==> src/rtl/tone_note_detector.sv <==
// tone_note_detector: measures the rising-edge period of a square-wave tone,
// classifies it against eight note periods and locks after repeated matches.
// Optional macro TONE_NOTE_DUTY_CHECK_EN adds a 37.5%..62.5% duty-cycle gate.
// Ports: basys_clock, rst_n (sync, active-low), tone_in (async),
//   note_valid, note_code[3:0], note[31:0] (ASCII), note_start, period_out[31:0].
module tone_note_detector #(
  parameter int unsigned CLK_FREQ       = 100_000_000,
  parameter int unsigned STABLE_COUNT   = 4,
  parameter int unsigned SILENCE_CYCLES = 5_000_000,
  parameter int unsigned TOL_SHIFT      = 6
) (
  input  logic        basys_clock,
  input  logic        rst_n,
  input  logic        tone_in,
  output logic        note_valid,
  output logic [3:0]  note_code,
  output logic [31:0] note,
  output logic        note_start,
  output logic [31:0] period_out
);

  typedef enum logic [1:0] {
    IDLE, ARM, MEASURE, LOCKED
  } state_t;

  localparam logic [31:0] N_C  = 32'(CLK_FREQ / 256);
  localparam logic [31:0] N_E  = 32'(CLK_FREQ / 329);
  localparam logic [31:0] N_A  = 32'(CLK_FREQ / 440);
  localparam logic [31:0] N_B  = 32'(CLK_FREQ / 494);
  localparam logic [31:0] N_CH = 32'(CLK_FREQ / 523);
  localparam logic [31:0] N_DH = 32'(CLK_FREQ / 587);
  localparam logic [31:0] N_ES = 32'(CLK_FREQ / 622);
  localparam logic [31:0] N_EH = 32'(CLK_FREQ / 659);
  localparam logic [31:0] SIL_LAST = 32'(SILENCE_CYCLES - 1);
  localparam logic [3:0]  STABLE = 4'(STABLE_COUNT);

  logic        sync1, sync2, sync2_d;
  logic        edge_det;
  logic [31:0] pcnt;
  logic [31:0] meas;
  logic        duty_ok;
  logic [3:0]  cls;

  state_t      state, state_n;
  logic [3:0]  cand, cand_n;
  logic [3:0]  scnt, scnt_n;
  logic        start_q, start_n;

  function automatic logic in_win(
    input logic [31:0] p,
    input logic [31:0] n
  );
    return (p >= n - (n >> TOL_SHIFT)) &&
           (p <= n + (n >> TOL_SHIFT));
  endfunction

  assign edge_det = sync2 & ~sync2_d;
  assign meas     = (&pcnt) ? pcnt : pcnt + 32'd1;

  always_ff @(posedge basys_clock) begin
    if (!rst_n) begin
      sync1      <= 1'b0;
      sync2      <= 1'b0;
      sync2_d    <= 1'b0;
      pcnt       <= '0;
      period_out <= '0;
    end else begin
      sync1   <= tone_in;
      sync2   <= sync1;
      sync2_d <= sync2;
      if (edge_det) begin
        pcnt <= '0;
        // The arming edge closes no period.
        if (state != IDLE)
          period_out <= meas;
      end else if (!(&pcnt)) begin
        pcnt <= pcnt + 32'd1;
      end
    end
  end

`ifdef TONE_NOTE_DUTY_CHECK_EN
  logic [31:0] hcnt;
  logic [34:0] h8, p3, p5;

  // The edge cycle itself is high and belongs to the new period.
  always_ff @(posedge basys_clock) begin
    if (!rst_n)
      hcnt <= '0;
    else if (edge_det)
      hcnt <= 32'd1;
    else if (sync2 && !(&hcnt))
      hcnt <= hcnt + 32'd1;
  end

  assign h8      = {hcnt, 3'b000};
  assign p3      = 35'(meas) * 35'd3;
  assign p5      = 35'(meas) * 35'd5;
  assign duty_ok = (h8 >= p3) && (h8 <= p5);
`else
  assign duty_ok = 1'b1;
`endif

  always_comb begin
    cls = 4'd0;
    if (duty_ok) begin
      unique case (1'b1)
        in_win(meas, N_C):  cls = 4'd1;
        in_win(meas, N_E):  cls = 4'd2;
        in_win(meas, N_A):  cls = 4'd3;
        in_win(meas, N_B):  cls = 4'd4;
        in_win(meas, N_CH): cls = 4'd5;
        in_win(meas, N_DH): cls = 4'd6;
        in_win(meas, N_ES): cls = 4'd7;
        in_win(meas, N_EH): cls = 4'd8;
        default:            cls = 4'd0;
      endcase
    end
  end

  always_ff @(posedge basys_clock) begin
    if (!rst_n) begin
      state   <= IDLE;
      cand    <= '0;
      scnt    <= '0;
      start_q <= 1'b0;
    end else begin
      state   <= state_n;
      cand    <= cand_n;
      scnt    <= scnt_n;
      start_q <= start_n;
    end
  end

  always_comb begin
    state_n = state;
    cand_n  = cand;
    scnt_n  = scnt;
    start_n = 1'b0;
    if (edge_det) begin
      unique case (state)
        IDLE: begin
          state_n = ARM;
          cand_n  = '0;
          scnt_n  = '0;
        end
        LOCKED: begin
          if (cls != cand) begin
            state_n = MEASURE;
            cand_n  = cls;
            scnt_n  = {3'b000, cls != 4'd0};
          end
        end
        default: begin
          state_n = MEASURE;
          if (state == MEASURE && cls == cand && cls != 4'd0) begin
            scnt_n = scnt + 4'd1;
          end else begin
            cand_n = cls;
            scnt_n = {3'b000, cls != 4'd0};
          end
        end
      endcase
      if (state != IDLE && state_n == MEASURE && scnt_n == STABLE) begin
        state_n = LOCKED;
        start_n = 1'b1;
      end
    end else if (state != IDLE && pcnt == SIL_LAST) begin
      state_n = IDLE;
      cand_n  = '0;
      scnt_n  = '0;
    end
  end

  always_comb begin
    note_valid = (state == LOCKED);
    note_code  = note_valid ? cand : 4'd0;
    note_start = start_q;
    unique case (note_code)
      4'd1:    note = 32'h0000_0063;
      4'd2:    note = 32'h0000_0065;
      4'd3:    note = 32'h0000_0061;
      4'd4:    note = 32'h0000_0062;
      4'd5:    note = 32'h0000_6348;
      4'd6:    note = 32'h0000_6448;
      4'd7:    note = 32'h0000_6553;
      4'd8:    note = 32'h0000_6548;
      default: note = 32'h0000_0000;
    endcase
  end

endmodule

==> config.mk <==
export PLATFORM = sky130hd
export DESIGN_NAME = tone_note_detector
export DESIGN_NICKNAME = d
export VERILOG_FILES = /design/src/rtl/tone_note_detector.sv
export SDC_FILE = /design/constraint.sdc
export NUM_CORES = 1
export LEC_CHECK = 0
export BUFFER_PORTS_ARGS = -buffer_cell sky130_fd_sc_hd__buf_2
export CAP_MARGIN = 20
export CORE_MARGIN = 2
export CORE_UTILIZATION = 54
export DETAILED_ROUTE_END_ITERATION = 12
export GPL_TIMING_DRIVEN = 0
export HOLD_SLACK_MARGIN = 0.12
export PLACE_DENSITY = 0.78
export SKIP_CTS_REPAIR_TIMING = 1
export SLEW_MARGIN = 25
export SYNTH_ARGS = -nofsm -noshare
export SYNTH_HDL_FRONTEND = slang
export SYNTH_SLANG_ARGS = --single-unit
==> constraint.sdc <==
create_clock -name basys_clock -period 4.3 [get_ports basys_clock]
set_input_delay 0.86 -clock basys_clock [delete_from_list [all_inputs] [get_ports basys_clock]]
set_output_delay 0.86 -clock basys_clock [all_outputs]
set_load 0.01 [all_outputs]
==> reports/results.ini <==
[finish]
seq_area_sq_mm = 0.00159
fillCellCount = 846
n_antenna_cell = 0
multi_input_area_sq_mm = 0.00468
drive_above_1_share_pct = 29.1
layout.nets = 945
areaGrowthSynthToFinish_pct = 29.1
final_core_utilization_pct = 72.0

[job]
drv_cap = 0

[sta]
layout_setup_ws_ns = -0.143
worstMarginPinSlew_ns = 0.894
final_hold_viol_count = 0
relSlewSlack_pct = 40.2
fmax_mhz = 225
rsz0062_at_grt = yes
slew_violations = 0
skew_ns = 0.0159
tns_ns = -0.746
fin_crit_ns = 4.44
setup_viol = 7
fin_crit_sh_pct = 103

[hold_path]
whs_path_depth = 1
hp-class = reg -> reg

[yosys]
synth_edf_count = 0
synth_warnings = 0
syn-mean-instance-area_sq_um = 7.63
synth_ff_type = dfxtp_1
synth_most_common_cell = nand2_1
synth_top_area_cell = dfxtp_1
synth_top_area_share_pct = 25.7
async_flop_share_pct = 0
yosysUniqueCellTypes = 87
netlist_top_cells_count = 96 x nand2_1, 78 x dfxtp_1, 72 x nor2_1, 35 x nand3_1, 34 x o21ai_0
netlist_instances = 796
yosysSeqAreaShare_pct = 25.7
synth.area.top_cells = dfxtp_1 26%, nand2_1 5.9%, nor2_1 4.5%
synth_seq_cells = 78
netlist_area_sq_mm = 0.00607

[global_routing]
grt_overflow = 0
first_global_vias = 5972
grt_max_degree = 14
grt_pass1_wl_mm = 31.7
antenna_found_initial = 0
grt_usage_pct = 34.3

[route]
drt-initial-drc-count = 949
antenna_left = 0
drt_first_pass_iters = 7
vias_per_cell = 6.61
drc = 0
vias = 7107
wl_mm = 22.2
wire_per_inst_microns = 20.6

[floorplan]
die_w_microns = 110
core_sq_mm = 0.0109
initial_utilization_pct = 55.8
ioPinCount = 73
rows = 38
die_area_sq_mm = 0.0121
fp.dieH_microns = 110

[clock_tree]
cts.clk_slew.worst_paths_ns = 0.08
clkLatencyLatePin_ns = 0.37
clockRootBuffer = clkbuf_8
cts_tree = yes
cts_num_sinks = 78
numCtsBuffers = 9
htree_levels = 3
clk_path_buf_depth = 2

[pwr]
p_leak_nw = 3.40
power.density_mw_per_mm2 = 188
ir_drop_v = 0.000316

[place]
place.port_buffers = 52
dp_hpwl_mm = 15.7
place.gp.congestion = 1.04

[critical_path]
reg2reg_depth = 16
critPathMaxFanout = 6
path_class = reg -> reg
cp-start-kind = flip-flop
worstSetupEndpointType = flip-flop
worst_ep_arrival_time_ns = 4.76
required_ns = 4.62

[run_status]
outcome = finished with violations
violations = setup timing

-- where the power goes --
group          switching [W]  internal, W  total [W]
registers         0.00000660     0.000728   0.000734
logic              0.0000713    0.0000429   0.000114
clock network       0.000286     0.000342   0.000627
-- per-layer routing --
metal | wire (microns) | track usage, % | vias to the layer above
met3 | 2360 | 7.05 | 96
met5 | 0 | 0 | -
met2 | 10000 | 53.6 | 495
li1 | - | - | 3195
met4 | 1060 | 15.7 | 0
met1 | 8740 | 45.4 | 3321
-- area by class of cell --
class | count | area share, %
Tap cell | 140 | 2.23
Multi-Input combinational cell | 656 | 59.6
Inverter | 10 | 0.479
Timing Repair Buffer | 108 | 8.75
Clock inverter | 5 | 1.05
Sequential cell | 78 | 20.3
Clock buffer | 10 | 1.76
Buffer | 69 | 5.84
-- placed cells by master (no fill, tap or decap), types with 24 or more instances in the layout --
cell | Yosys | layout
nand2_1 | 96 | 92
buf_2 | 18 | 56
dfxtp_1 | 78 | 65
nand3_1 | 35 | 34
nor2_1 | 72 | 68
o211a_1 | 24 | 24
clkbuf_1 | 30 | 25
nand4_1 | 27 | 27
o21ai_0 | 34 | 28
buf_4 | 22 | 76
and2_1 | 26 | 24
-- worst max-delay path, stage by stage (launching register included) --
cell,delay (ns)
dfxtp_1,0.34
buf_6,0.12
nand3_4,0.12
or4_1,0.50
buf_4,0.18
and2_1,0.18
a311oi_4,0.48
nand2_2,0.15
nor4_4,0.38
a41oi_2,0.21
or4_4,0.46
and4_4,0.19
xor2_1,0.14
o2111a_2,0.29
mux2_4,0.33
o31ai_2,0.17
and2_1,0.15
-- stage by stage --
stage | instances | hold WS (ns) | worst slack [ns] | cell area, sq um | power [W]
floorplan | 815 | 0.412 | 0.0103 | 6140 | 0.000824
global placement | 1007 | 0.417 | -1.01 | 6580 | 0.000849
detailed placement | 1007 | 0.427 | -1.04 | 6580 | 0.000851
CTS | 1022 | 0.447 | -1.08 | 6800 | 0.00146
global route | 1076 | 0.470 | -0.285 | 7840 | 0.00151
finish | 1076 | 0.446 | -0.143 | 7840 | 0.00148
-- path summary, 6_finish.rpt --
kind              startpoint  endpoint  slack [ns]
setup reg to reg    pcnt[10]   scnt[0]       -0.14
hold / removal         sync1     sync2        0.45
hold reg to reg        sync1     sync2        0.45
setup / recovery    pcnt[10]   scnt[0]       -0.14
-- kinds of logic after synthesis --
| logic type | Yosys count | share of synthesized area (%) |
|---|---|---|
| AND/OR/NAND/NOR | 392 | 34.4 |
| AO/OA/AOI/OAI | 193 | 24.2 |
| buffers and inverters | 81 | 6.86 |
| flip-flops | 78 | 25.7 |
| XOR/XNOR | 31 | 5.03 |
| adder cells (fa/ha/maj) | 10 | 2.06 |
| multiplexers | 10 | 1.69 |
| other | 1 | 0.0618 |
-- sequential cells by signal, indices dropped and copies added, names as in the netlist --
register / count
pcnt: 32
period_out: 32
cand: 4
scnt: 4
state: 2
note_start: 1
sync1: 1
sync2: 1
sync2_d: 1
No activity file was read; power rests on OpenSTA's default activity.
